**src/rtl/wishbone_arbiter_if.sv**
```systemverilog
// ---------------------------------------------------------------------------
// wishbone_arbiter_if
//
// Bundles every bus signal of the round-robin Wishbone arbiter: the
// NUM_CTRL controller-side ports, the one-hot grant and the single
// device-side port. Signal names keep their _i/_o suffixes as seen from
// the arbiter, so they read the same on both sides of the connection.
//
// Modports:
//   slave  - the arbiter itself (takes c_*_i / d_*_i, drives c_*_o / d_*_o)
//   master - the surrounding system or bench (opposite directions)
//
// Signals:
//   c_cyc_i, c_stb_i, c_we_i  [NUM_CTRL]            per-controller cycle/strobe/write
//   c_dat_i                   [NUM_CTRL*DAT_WIDTH]  controller k at [k*DAT_WIDTH +: DAT_WIDTH]
//   c_ack_o, c_err_o, c_rty_o [NUM_CTRL]            per-controller responses
//   c_stall_o                 [NUM_CTRL]            per-controller stall
//   gnt_o                     [NUM_CTRL]            registered one-hot grant
//   d_cyc_o, d_stb_o, d_we_o, d_dat_o               device request
//   d_ack_i, d_err_i, d_rty_i, d_stall_i            device response
// ---------------------------------------------------------------------------
interface wishbone_arbiter_if #(
    parameter int DAT_WIDTH = 8,
    parameter int NUM_CTRL  = 4
);
    logic [NUM_CTRL-1:0]           c_cyc_i;
    logic [NUM_CTRL-1:0]           c_stb_i;
    logic [NUM_CTRL-1:0]           c_we_i;
    logic [NUM_CTRL*DAT_WIDTH-1:0] c_dat_i;
    logic [NUM_CTRL-1:0]           c_ack_o;
    logic [NUM_CTRL-1:0]           c_err_o;
    logic [NUM_CTRL-1:0]           c_rty_o;
    logic [NUM_CTRL-1:0]           c_stall_o;
    logic [NUM_CTRL-1:0]           gnt_o;

    logic                          d_cyc_o;
    logic                          d_stb_o;
    logic                          d_we_o;
    logic [DAT_WIDTH-1:0]          d_dat_o;
    logic                          d_ack_i;
    logic                          d_err_i;
    logic                          d_rty_i;
    logic                          d_stall_i;

    modport slave (
        input  c_cyc_i, c_stb_i, c_we_i, c_dat_i,
        output c_ack_o, c_err_o, c_rty_o, c_stall_o, gnt_o,
        output d_cyc_o, d_stb_o, d_we_o, d_dat_o,
        input  d_ack_i, d_err_i, d_rty_i, d_stall_i
    );

    modport master (
        output c_cyc_i, c_stb_i, c_we_i, c_dat_i,
        input  c_ack_o, c_err_o, c_rty_o, c_stall_o, gnt_o,
        input  d_cyc_o, d_stb_o, d_we_o, d_dat_o,
        output d_ack_i, d_err_i, d_rty_i, d_stall_i
    );
endinterface

```
**src/rtl/wishbone_arbiter.sv**
```systemverilog
// ---------------------------------------------------------------------------
// wishbone_arbiter
//
// Shares one Wishbone device port among NUM_CTRL controllers with
// round-robin arbitration. A grant is taken in IDLE, held for the whole
// bus cycle (while the granted controller keeps cyc high) and never
// pre-empted. The device request is a combinational mux of the granted
// controller; device responses go back to that controller only, every
// other controller sees no response and a permanent stall.
//
// Ports:
//   clk_i   - clock
//   rst_ni  - asynchronous active-low reset
//   bus     - wishbone_arbiter_if.slave (controller ports, grant, device port)
//
// Parameters:
//   DAT_WIDTH      - data bus width
//   NUM_CTRL       - number of controllers (2..16)
//   TIMEOUT_CYCLES - watchdog limit, only used with WB_ARB_TIMEOUT_EN
//
// Build option:
//   WB_ARB_TIMEOUT_EN - adds a watchdog: a granted cycle with no device
//   response for TIMEOUT_CYCLES cycles gets a one-cycle c_err_o pulse and
//   is parked in ABORT until the controller drops cyc.
// ---------------------------------------------------------------------------
module wishbone_arbiter #(
    parameter int DAT_WIDTH      = 8,
    parameter int NUM_CTRL       = 4,
    parameter int TIMEOUT_CYCLES = 256
) (
    input logic              clk_i,
    input logic              rst_ni,
    wishbone_arbiter_if.slave bus
);

    localparam int IDX_W = (NUM_CTRL > 1) ? $clog2(NUM_CTRL) : 1;

    // Elaboration-time guard against unsupported configurations.
    if (NUM_CTRL < 2 || NUM_CTRL > 16 || TIMEOUT_CYCLES < 2) begin : g_bad_param
        $error("wishbone_arbiter: NUM_CTRL must be 2..16 and TIMEOUT_CYCLES >= 2");
    end

`ifdef WB_ARB_TIMEOUT_EN
    typedef enum logic [1:0] {
        IDLE  = 2'd0,
        BUSY  = 2'd1,
        ABORT = 2'd2
    } state_t;

    localparam int CNT_W = $clog2(TIMEOUT_CYCLES + 1);
`else
    typedef enum logic {
        IDLE = 1'b0,
        BUSY = 1'b1
    } state_t;
`endif

    state_t              state;
    logic [IDX_W-1:0]    ptr;       // last winner; equals the granted index while BUSY
    logic [NUM_CTRL-1:0] gnt;

    // Per-controller write data unpacked so the mux is a plain array index.
    logic [DAT_WIDTH-1:0] c_dat [NUM_CTRL];

    for (genvar k = 0; k < NUM_CTRL; k++) begin : g_unpack
        assign c_dat[k] = bus.c_dat_i[k*DAT_WIDTH +: DAT_WIDTH];
    end

    // Request of the currently granted controller.
    logic                 sel_cyc;
    logic                 sel_stb;
    logic                 sel_we;
    logic [DAT_WIDTH-1:0] sel_dat;

    assign sel_cyc = bus.c_cyc_i[ptr];
    assign sel_stb = bus.c_stb_i[ptr];
    assign sel_we  = bus.c_we_i[ptr];
    assign sel_dat = c_dat[ptr];

    // ------------------------------------------------------------------
    // Round-robin pick: first requesting controller searching upward from
    // ptr+1, wrapping at NUM_CTRL. Looping i = 1..NUM_CTRL visits ptr last,
    // which is what gives every other requester priority over the previous
    // winner.
    // ------------------------------------------------------------------
    logic             win_found;
    logic [IDX_W-1:0] win_idx;
    logic [IDX_W-1:0] cand;

    // NOTE: every signal written in always_comb gets a default up front so
    // no path leaves it unassigned, which would otherwise infer a latch.
    always_comb begin
        win_found = 1'b0;
        win_idx   = ptr;
        cand      = '0;
        for (int i = 1; i <= NUM_CTRL; i++) begin
            cand = IDX_W'((int'(ptr) + i) % NUM_CTRL);
            if (!win_found && bus.c_cyc_i[cand]) begin
                win_found = 1'b1;
                win_idx   = cand;
            end
        end
    end

`ifdef WB_ARB_TIMEOUT_EN
    logic [CNT_W-1:0] cnt;
    logic             timeout_hit;
    logic             any_rsp;

    assign any_rsp     = bus.d_ack_i | bus.d_err_i | bus.d_rty_i;
    assign timeout_hit = (state == BUSY) && sel_cyc &&
                         (cnt == CNT_W'(TIMEOUT_CYCLES - 1));
`endif

    // ------------------------------------------------------------------
    // Control FSM: state, grant pointer, registered one-hot grant and, in
    // the watchdog build, the no-response counter.
    // ------------------------------------------------------------------
    // NOTE: sequential state uses non-blocking assignments so every flop
    // samples pre-edge values regardless of statement order.
    always_ff @(posedge clk_i or negedge rst_ni) begin
        if (!rst_ni) begin
            state <= IDLE;
            ptr   <= IDX_W'(NUM_CTRL - 1);   // controller 0 wins first
            gnt   <= '0;
`ifdef WB_ARB_TIMEOUT_EN
            cnt   <= '0;
`endif
        end else begin
            case (state)
                IDLE: begin
                    if (win_found) begin
                        state <= BUSY;
                        ptr   <= win_idx;
                        gnt   <= NUM_CTRL'(1) << win_idx;
`ifdef WB_ARB_TIMEOUT_EN
                        cnt   <= '0;
`endif
                    end
                end

                BUSY: begin
                    if (!sel_cyc) begin
                        // Release; re-arbitration happens in the IDLE cycle.
                        state <= IDLE;
                        gnt   <= '0;
`ifdef WB_ARB_TIMEOUT_EN
                    end else if (timeout_hit) begin
                        state <= ABORT;
                    end else if (any_rsp) begin
                        cnt <= '0;
                    end else begin
                        cnt <= cnt + 1'b1;
`endif
                    end
                end

`ifdef WB_ARB_TIMEOUT_EN
                ABORT: begin
                    // Grant stays parked until the controller gives up.
                    if (!sel_cyc) begin
                        state <= IDLE;
                        gnt   <= '0;
                    end
                end
`endif

                default: begin
                    state <= IDLE;
                    gnt   <= '0;
                end
            endcase
        end
    end

    assign bus.gnt_o = gnt;

    // ------------------------------------------------------------------
    // Combinational request mux and response routing. Only BUSY connects
    // a controller to the device; IDLE (and ABORT) leave the device idle,
    // drop device responses and stall every controller.
    // ------------------------------------------------------------------
    always_comb begin
        bus.d_cyc_o   = 1'b0;
        bus.d_stb_o   = 1'b0;
        bus.d_we_o    = 1'b0;
        bus.d_dat_o   = '0;
        bus.c_ack_o   = '0;
        bus.c_err_o   = '0;
        bus.c_rty_o   = '0;
        bus.c_stall_o = '1;

        if (state == BUSY) begin
            bus.d_cyc_o        = sel_cyc;
            bus.d_stb_o        = sel_stb;
            bus.d_we_o         = sel_we;
            bus.d_dat_o        = sel_dat;
            bus.c_ack_o[ptr]   = bus.d_ack_i;
            bus.c_err_o[ptr]   = bus.d_err_i;
            bus.c_rty_o[ptr]   = bus.d_rty_i;
            bus.c_stall_o[ptr] = bus.d_stall_i;
`ifdef WB_ARB_TIMEOUT_EN
            // Watchdog error replaces whatever the device reports this cycle.
            if (timeout_hit) begin
                bus.c_err_o[ptr] = 1'b1;
            end
`endif
        end
    end

endmodule

```
**src/flat_wrapper.sv**
```systemverilog
// flat-port wrapper written by rule: the top's interface ports become plain ports
module wishbone_arbiter_flat 
#(
    parameter int DAT_WIDTH      = 8,
    parameter int NUM_CTRL       = 4,
    parameter int TIMEOUT_CYCLES = 256
)
  (clk_i, rst_ni, bus_c_cyc_i, bus_c_stb_i, bus_c_we_i, bus_c_dat_i, bus_c_ack_o, bus_c_err_o, bus_c_rty_o, bus_c_stall_o, bus_gnt_o, bus_d_cyc_o, bus_d_stb_o, bus_d_we_o, bus_d_dat_o, bus_d_ack_i, bus_d_err_i, bus_d_rty_i, bus_d_stall_i);
  wishbone_arbiter_if #(.DAT_WIDTH(DAT_WIDTH), .NUM_CTRL(NUM_CTRL)) bus_i ();
  input logic clk_i;
  input logic rst_ni;
  input wire logic [$bits(bus_i.c_cyc_i)-1:0] bus_c_cyc_i;
  input wire logic [$bits(bus_i.c_stb_i)-1:0] bus_c_stb_i;
  input wire logic [$bits(bus_i.c_we_i)-1:0] bus_c_we_i;
  input wire logic [$bits(bus_i.c_dat_i)-1:0] bus_c_dat_i;
  output wire logic [$bits(bus_i.c_ack_o)-1:0] bus_c_ack_o;
  output wire logic [$bits(bus_i.c_err_o)-1:0] bus_c_err_o;
  output wire logic [$bits(bus_i.c_rty_o)-1:0] bus_c_rty_o;
  output wire logic [$bits(bus_i.c_stall_o)-1:0] bus_c_stall_o;
  output wire logic [$bits(bus_i.gnt_o)-1:0] bus_gnt_o;
  output wire logic [$bits(bus_i.d_cyc_o)-1:0] bus_d_cyc_o;
  output wire logic [$bits(bus_i.d_stb_o)-1:0] bus_d_stb_o;
  output wire logic [$bits(bus_i.d_we_o)-1:0] bus_d_we_o;
  output wire logic [$bits(bus_i.d_dat_o)-1:0] bus_d_dat_o;
  input wire logic [$bits(bus_i.d_ack_i)-1:0] bus_d_ack_i;
  input wire logic [$bits(bus_i.d_err_i)-1:0] bus_d_err_i;
  input wire logic [$bits(bus_i.d_rty_i)-1:0] bus_d_rty_i;
  input wire logic [$bits(bus_i.d_stall_i)-1:0] bus_d_stall_i;
  assign bus_i.c_cyc_i = bus_c_cyc_i;
  assign bus_i.c_stb_i = bus_c_stb_i;
  assign bus_i.c_we_i = bus_c_we_i;
  assign bus_i.c_dat_i = bus_c_dat_i;
  assign bus_c_ack_o = bus_i.c_ack_o;
  assign bus_c_err_o = bus_i.c_err_o;
  assign bus_c_rty_o = bus_i.c_rty_o;
  assign bus_c_stall_o = bus_i.c_stall_o;
  assign bus_gnt_o = bus_i.gnt_o;
  assign bus_d_cyc_o = bus_i.d_cyc_o;
  assign bus_d_stb_o = bus_i.d_stb_o;
  assign bus_d_we_o = bus_i.d_we_o;
  assign bus_d_dat_o = bus_i.d_dat_o;
  assign bus_i.d_ack_i = bus_d_ack_i;
  assign bus_i.d_err_i = bus_d_err_i;
  assign bus_i.d_rty_i = bus_d_rty_i;
  assign bus_i.d_stall_i = bus_d_stall_i;
  wishbone_arbiter #(.DAT_WIDTH(DAT_WIDTH), .NUM_CTRL(NUM_CTRL), .TIMEOUT_CYCLES(TIMEOUT_CYCLES)) u_core (.clk_i(clk_i), .rst_ni(rst_ni), .bus(bus_i));
endmodule
```
**config.mk**
```make
export PLATFORM = sky130hd
export DESIGN_NAME = wishbone_arbiter_flat
export DESIGN_NICKNAME = d
export VERILOG_FILES = /design/src/rtl/wishbone_arbiter_if.sv /design/src/rtl/wishbone_arbiter.sv /design/src/flat_wrapper.sv
export SDC_FILE = /design/constraint.sdc
export NUM_CORES = 1
export LEC_CHECK = 0
export CAP_MARGIN = 20
export CORE_UTILIZATION = 36
export DETAILED_ROUTE_END_ITERATION = 10
export HOLD_SLACK_MARGIN = 0.12
export PLACE_DENSITY = 0.87
export SYNTH_ARGS = -nofsm -noshare
export SYNTH_HDL_FRONTEND = slang
export SYNTH_SLANG_ARGS = --single-unit
export TNS_END_PERCENT = 30
```
**constraint.sdc**
```tcl
create_clock -name clk_i -period 5.4 [get_ports clk_i]
set_input_delay 0.81 -clock clk_i [delete_from_list [all_inputs] [get_ports clk_i]]
set_output_delay 0.81 -clock clk_i [all_outputs]
set_load 0.02 [all_outputs]
```
==> results of run 1 <==
logic make-up (layout without fill, tap and decap cells):
kind of cell,count (synthesis),count (layout),synth area share
AOI/OAI and AO/OA,18,18,0.129
adders and majority gates,4,4,0.0492
buffers and inverters,12,89,0.0529
DFF,7,7,0.175
muxes,17,17,0.339
and+or+nand+nor,43,43,0.255
power by group through the flow:
stage,clock network [W],logic [W],registers [W]
after floorplan,0,0.000502,0.000105
after global placement,0,0.000677,0.000168
after detailed placement,0,0.000690,0.000171
after CTS,0.0000477,0.000693,0.000171
after global routing,0.0000507,0.000736,0.000182
final,0.0000466,0.000693,0.000169
worst max-delay path by stage:
| stage | to | cells after the start | from | slack (ps) |
|---|---|---|---|---|
| after floorplan | bus_d_dat_o[0] | 4 | u_core.ptr[0]$_DFFE_PN1P_ | 2900 |
| after global placement | bus_d_cyc_o | 4 | bus_c_cyc_i[0] | 2020 |
| after detailed placement | bus_d_cyc_o | 4 | bus_c_cyc_i[0] | 1990 |
| after CTS | bus_d_cyc_o | 4 | bus_c_cyc_i[0] | 1970 |
| after global routing | bus_d_cyc_o | 4 | bus_c_cyc_i[0] | 1900 |
| final | bus_d_cyc_o | 4 | bus_c_cyc_i[0] | 1980 |
sequential cells by signal, indices dropped and copies added, names as in the netlist:
| register | flops |
|---|---|
| u_core.ptr | 2 |
| u_core.state | 1 |
| u_core.bus.gnt_o | 4 |
layout by cell type, fill, tap and decap left out, drive strengths merged:
master         instances
and2                  11
ha                     4
nor2                   1
dfstp                  2
nand3b                 5
o221ai                 1
nand3                  1
nor3                   1
o32a                   2
a2111oi                1
o21ai                  6
clkbuf                 4
dfrtp                  5
clkdlybuf4s50         80
nand2                  8
mux2i                  3
and3                  12
o21a                   2
nor2b                  3
a221oi                 1
a21oi                  3
o21bai                 2
inv                    5
or4                    1
mux4                  14
cell type report:
cell class              instances  area (um2)  area share
inverters                       5        18.8      0.0102
repair buffers                 80         801       0.434
flip-flops and latches          7         178      0.0962
multi-input cells              82         786       0.425
clock buffers                   4        26.3      0.0142
well taps                      30        37.5      0.0203
metal layers:
| metal | track usage | up-vias |
|---|---|---|
| li1 | - | 545 |
| met2 | 0.478 | 47 |
| met3 | 0.0383 | 8 |
| met1 | 0.261 | 558 |
| met4 | 0.0500 | 0 |
| met5 | 0 | - |
worst max-delay path, cell delays in order:
cell and delay, ps:
clkdlybuf4s50_1 550, mux4_2 540, and2_1 180, clkdlybuf4s50_1 530
per-stage QoR:
stage | power [W] | utilization | cells | hold slack (ps)
global route | 0.000969 | 0.719 | 208 | 521
global placement | 0.000845 | 0.709 | 204 | 475
floorplan | 0.000607 | - | 101 | 514
CTS | 0.000913 | 0.719 | 208 | 496
detailed placement | 0.000861 | 0.709 | 204 | 479
finish | 0.000908 | 0.719 | 208 | 495
==> results.yml, run 1 <==
sta:
  max_clock_freq_ghz: 0.292
  worstMarginPinSlew_ps: 771
  fin_crit_sh: 0.634
  setup_viol: 0
  finalClockSkew_ps: 0.601
  totalNegativeSetupSlack_ps: 0
  relSlewSlack: 0.486
  hold_violations: 0
  fin_ws_ps: 1980
  grt_setup_unrepaired: "false"
  slew_viol_final: 0
  period_needed_ps: 3420
detailed_routing:
  firstDrtPassIters: 4
  drc: 0
  wl_met2_mm: 1.96
  wl_met1_mm: 1.23
  wl_mm: 3.43
  num_vias: 1158
  top_layer: "met4"
  drt-initial-drc-count: 33
  antenna_left: 0
  wl_met3_um: 154
  wl_per_cell_um: 16.5
  viasPerCell: 5.57
placed_design:
  dp_hpwl_mm: 2.82
  io_buffer_count: 80
  gp_congestion: 0.950
  post-place-ws_ps: 1990
  placed_area_um2: 1820
cells_and_area:
  drive_gt1_frac: 0.129
  syn2layout_area_growth_pct: 81.5
  n_antenna_cell: 0
  final_nets: 233
  design_area_um2: 1850
  fillers: 200
worst_setup_path:
  critPathRequiredTime_ps: 4590
  r2r-end: "u_core.ptr[1]$_DFFE_PN1P_"
  worstSetupStartpointType: "input pin"
  cp.arrival_ps: 2610
  path_class: "in2out"
  timing.rr.start: "u_core.ptr[0]$_DFFE_PN1P_"
  endpoint_kind: "output pin"
  r2r.worst_path.cells: 7
  rrSetupSlack_ps: 2680
  critPathMaxFanout: 9
die:
  fp.dieH_um: 55.2
  io_pins: 81
  core_area_um2: 2570
  start_util: 0.396
  die_x_um: 55.2
  dieArea_um2: 3040
  placementRows: 18
pwr:
  p_comb_frac: 0.763
  p_per_area_nw_per_um2: 492
  power.ir.vdd_worst_mv: 0.389
  switchingPower_w: 0.000415
  internal_power_w: 0.000494
  seqPwrFrac: 0.186
  p_clk_frac: 0.051
  p_leak_nw: 0.731
  sw_frac_of_total: 0.457
synth:
  avgSynthCellArea_um2: 10.1
  synth-edff-count: 0
  yosysTopAreaCell: "mux4_2"
  synth_seq_cells: 7
  synth-async-reset-ratio: 1.00
  synthCells: 101
  ys.warnings.count: 0
  seq_area_frac_synth: 0.175
  synthFlopType: "dfrtp_1"
  synth.top_cells.by_area: "mux4_2 (31%), dfrtp_1 (12%), and3_1 (7.4%)"
  synth_commonest_cells: "mux4_2 (14), and3_1 (12), and2_1 (11), nand2_1 (8), o21ai_1 (6)"
  synthesis.area_um2: 1020
  yosysMostFrequentCell: "mux4_2"
  synthesis.nets: 155
  synth_top_area_frac: 0.310
  yosysUniqueCellTypes: 29
cts:
  htree_levels: 1
  cts.sinks: 7
  cts_tree: "built"
  cts_resized: 0
  cts-buffers-inserted: 3
  insertion_delay_ps: 250
  clock-root-buffer: "clkbuf_4"
  cts_setup_buffers: 0
  clk_pin_slew_worst_paths_ps: 50
  cts_buffer_depth: 2
  cts_hold_buf: 0
global_route:
  gr-usage-all-layers: 0.240
  grt_pass1_vias: 1048
  grt_max_degree: 35
  grt-ovfl-total: 0
  antenna_found_initial: 0
  grt_pass1_wl_mm: 5.11
min_path:
  min_from: "u_core.bus.gnt_o[0]$_DFFE_PN0P_"
  worstHoldPathType: "reg2reg"
  min_path_cells: 2
  holdPathEnd: "u_core.bus.gnt_o[0]$_DFFE_PN0P_"
run:
  maxCapViolations: 0
status:
  outcome: "completed"
Note: power is estimated with default switching activity, not from simulation.
==> run 2: changes to the inputs <==
- CORE_UTILIZATION: 36 -> 30
- PLACE_DENSITY: 0.87 -> 0.77
- clock period: 5.4 -> 3 ns (I/O delays scaled with it)
==> run 2 against run 1 <==
Net effect: setup slack got worse by 1800 ps; clock power up 85%; sequential share of layout area hardly changed; routed wire length is 4.0% higher; critical path depth fell by 1; global-route usage decreased by 2.9 points; non-clock buffer count rose by 2; clock skew hardly changed; combinational power up 85%; first-iteration DRC count increased by 100%; power increased by 83%; largest cell class unchanged.
==> results.yml, run 2 (synthesized netlist as in run 1, its figures left out) <==
pwr:
  power_w: 0.00166
  p_leak_nw: 0.740
  p_per_area_nw_per_um2: 883
  power.ir.vdd_worst_mv: 0.566
global_route:
  antenna_found_initial: 0
  gr-usage-all-layers: 0.210
  grt_pass1_wl_mm: 5.66
  grt_max_degree: 35
  grt_pass1_vias: 1136
  grt-ovfl-total: 0
cells_and_area:
  multiInputGateArea_um2: 786
  fillers: 278
  largest_register_ff_count: 4
  layout_commonest_cell: "clkdlybuf4s50_1"
  seq_area_um2: 181
  final_cell_mix: "clkdlybuf4s50_1 (80), mux4_2 (14), and3_1 (12), and2_1 (11), nand2_1 (8)"
  drive_gt1_frac: 0.139
  final_core_util: 0.602
  n_antenna_cell: 0
  syn2layout_area_growth_pct: 85.1
  final_nets: 235
  design_area_um2: 1880
detailed_routing:
  antenna_left: 0
  top_layer: "met4"
  drt-initial-drc-count: 66
  num_vias: 1164
  wl_met1_mm: 1.39
  wl_met2_mm: 1.93
  viasPerCell: 5.20
  drc: 0
  wl_met3_um: 180
  firstDrtPassIters: 4
  wl_mm: 3.56
  wl_per_cell_um: 15.9
cts:
  clk_pin_slew_worst_paths_ps: 50
  clock-root-buffer: "clkbuf_4"
  cts_hold_buf: 0
  htree_levels: 1
  cts_tree: "built"
  cts-buffers-inserted: 3
  cts_buffer_depth: 2
  cts_resized: 0
  cts_setup_buffers: 0
  cts.sinks: 7
  insertion_delay_ps: 250
sta:
  hold_violations: 0
  grt_setup_unrepaired: "false"
  relSlewSlack: 0.441
  slew_viol_final: 0
  setup_viol: 0
  max_clock_freq_ghz: 0.359
  finalClockSkew_ps: 0.538
  worstMarginPinSlew_ps: 839
  totalNegativeSetupSlack_ps: 0
  fin_crit_sh: 0.927
  period_needed_ps: 2780
status:
  outcome: "completed"
worst_setup_path:
  endpoint_kind: "output pin"
  critPathRequiredTime_ps: 2550
  path_class: "reg2out"
  worstSetupStartpointType: "register"
  cp.arrival_ps: 2330
  critPathMaxFanout: 18
  r2r.worst_path.cells: 7
die:
  io_pins: 81
  fp.dieH_um: 60.2
  placementRows: 20
  start_util: 0.325
  die_x_um: 60.2
  core_area_um2: 3130
  dieArea_um2: 3630
placed_design:
  placed_area_um2: 1850
  io_buffer_count: 80
  gp_congestion: 0.873
  dp_hpwl_mm: 2.96
run:
  maxCapViolations: 0
min_path:
  worstHoldPathType: "in2async"
[run 2: worst max-delay path: stages, from the launching register on]
cell	delay, ps
dfstp_4	780
mux4_2	560
and2_1	190
clkdlybuf4s50_1	540
[run 2: per-stage QoR]
stage / std cells / hold WS [ps] / setup WS (ps)
after floorplan: 101 / 154 / 865
after CTS: 224 / 467 / 84.7
after global routing: 224 / 460 / 120
after detailed placement: 220 / 486 / 337
final: 224 / 458 / 218
after global placement: 220 / 472 / 344
[run 2: layout make-up]
class,instances,share of cell area
repair buffers,82,0.433
multi-input cells,82,0.417
flip-flops and latches,7,0.0963
well taps,44,0.0292
clock buffers,4,0.0140
inverters,5,0.00997
[run 2: report_power, final]
group | internal [W] | total, W | switching [W]
sequential | 0.000147 | 0.000297 | 0.000150
clock | 0.0000508 | 0.0000864 | 0.0000356
combinational | 0.000705 | 0.00128 | 0.000574
[run 2: layer usage]
metal  up-vias  track usage
li1        549            -
met2        49        0.399
met5         -            0
met4         0       0.0332
met3         6       0.0411
met1       560        0.244
[run 2: worst paths after layout]
path / from / to / slack [ps]
max in group asynchronous: rst_ni / u_core.ptr[1]$_DFFE_PN1P_ / 2250
min in group clk_i: u_core.bus.gnt_o[0]$_DFFE_PN0P_ / u_core.bus.gnt_o[0]$_DFFE_PN0P_ / 490
min reg2reg: u_core.bus.gnt_o[0]$_DFFE_PN0P_ / u_core.bus.gnt_o[0]$_DFFE_PN0P_ / 490
max: u_core.ptr[0]$_DFFE_PN1P_ / bus_d_cyc_o / 220
min: rst_ni / u_core.bus.gnt_o[2]$_DFFE_PN0P_ / 460
max reg2reg: u_core.ptr[1]$_DFFE_PN1P_ / u_core.bus.gnt_o[2]$_DFFE_PN0P_ / 520
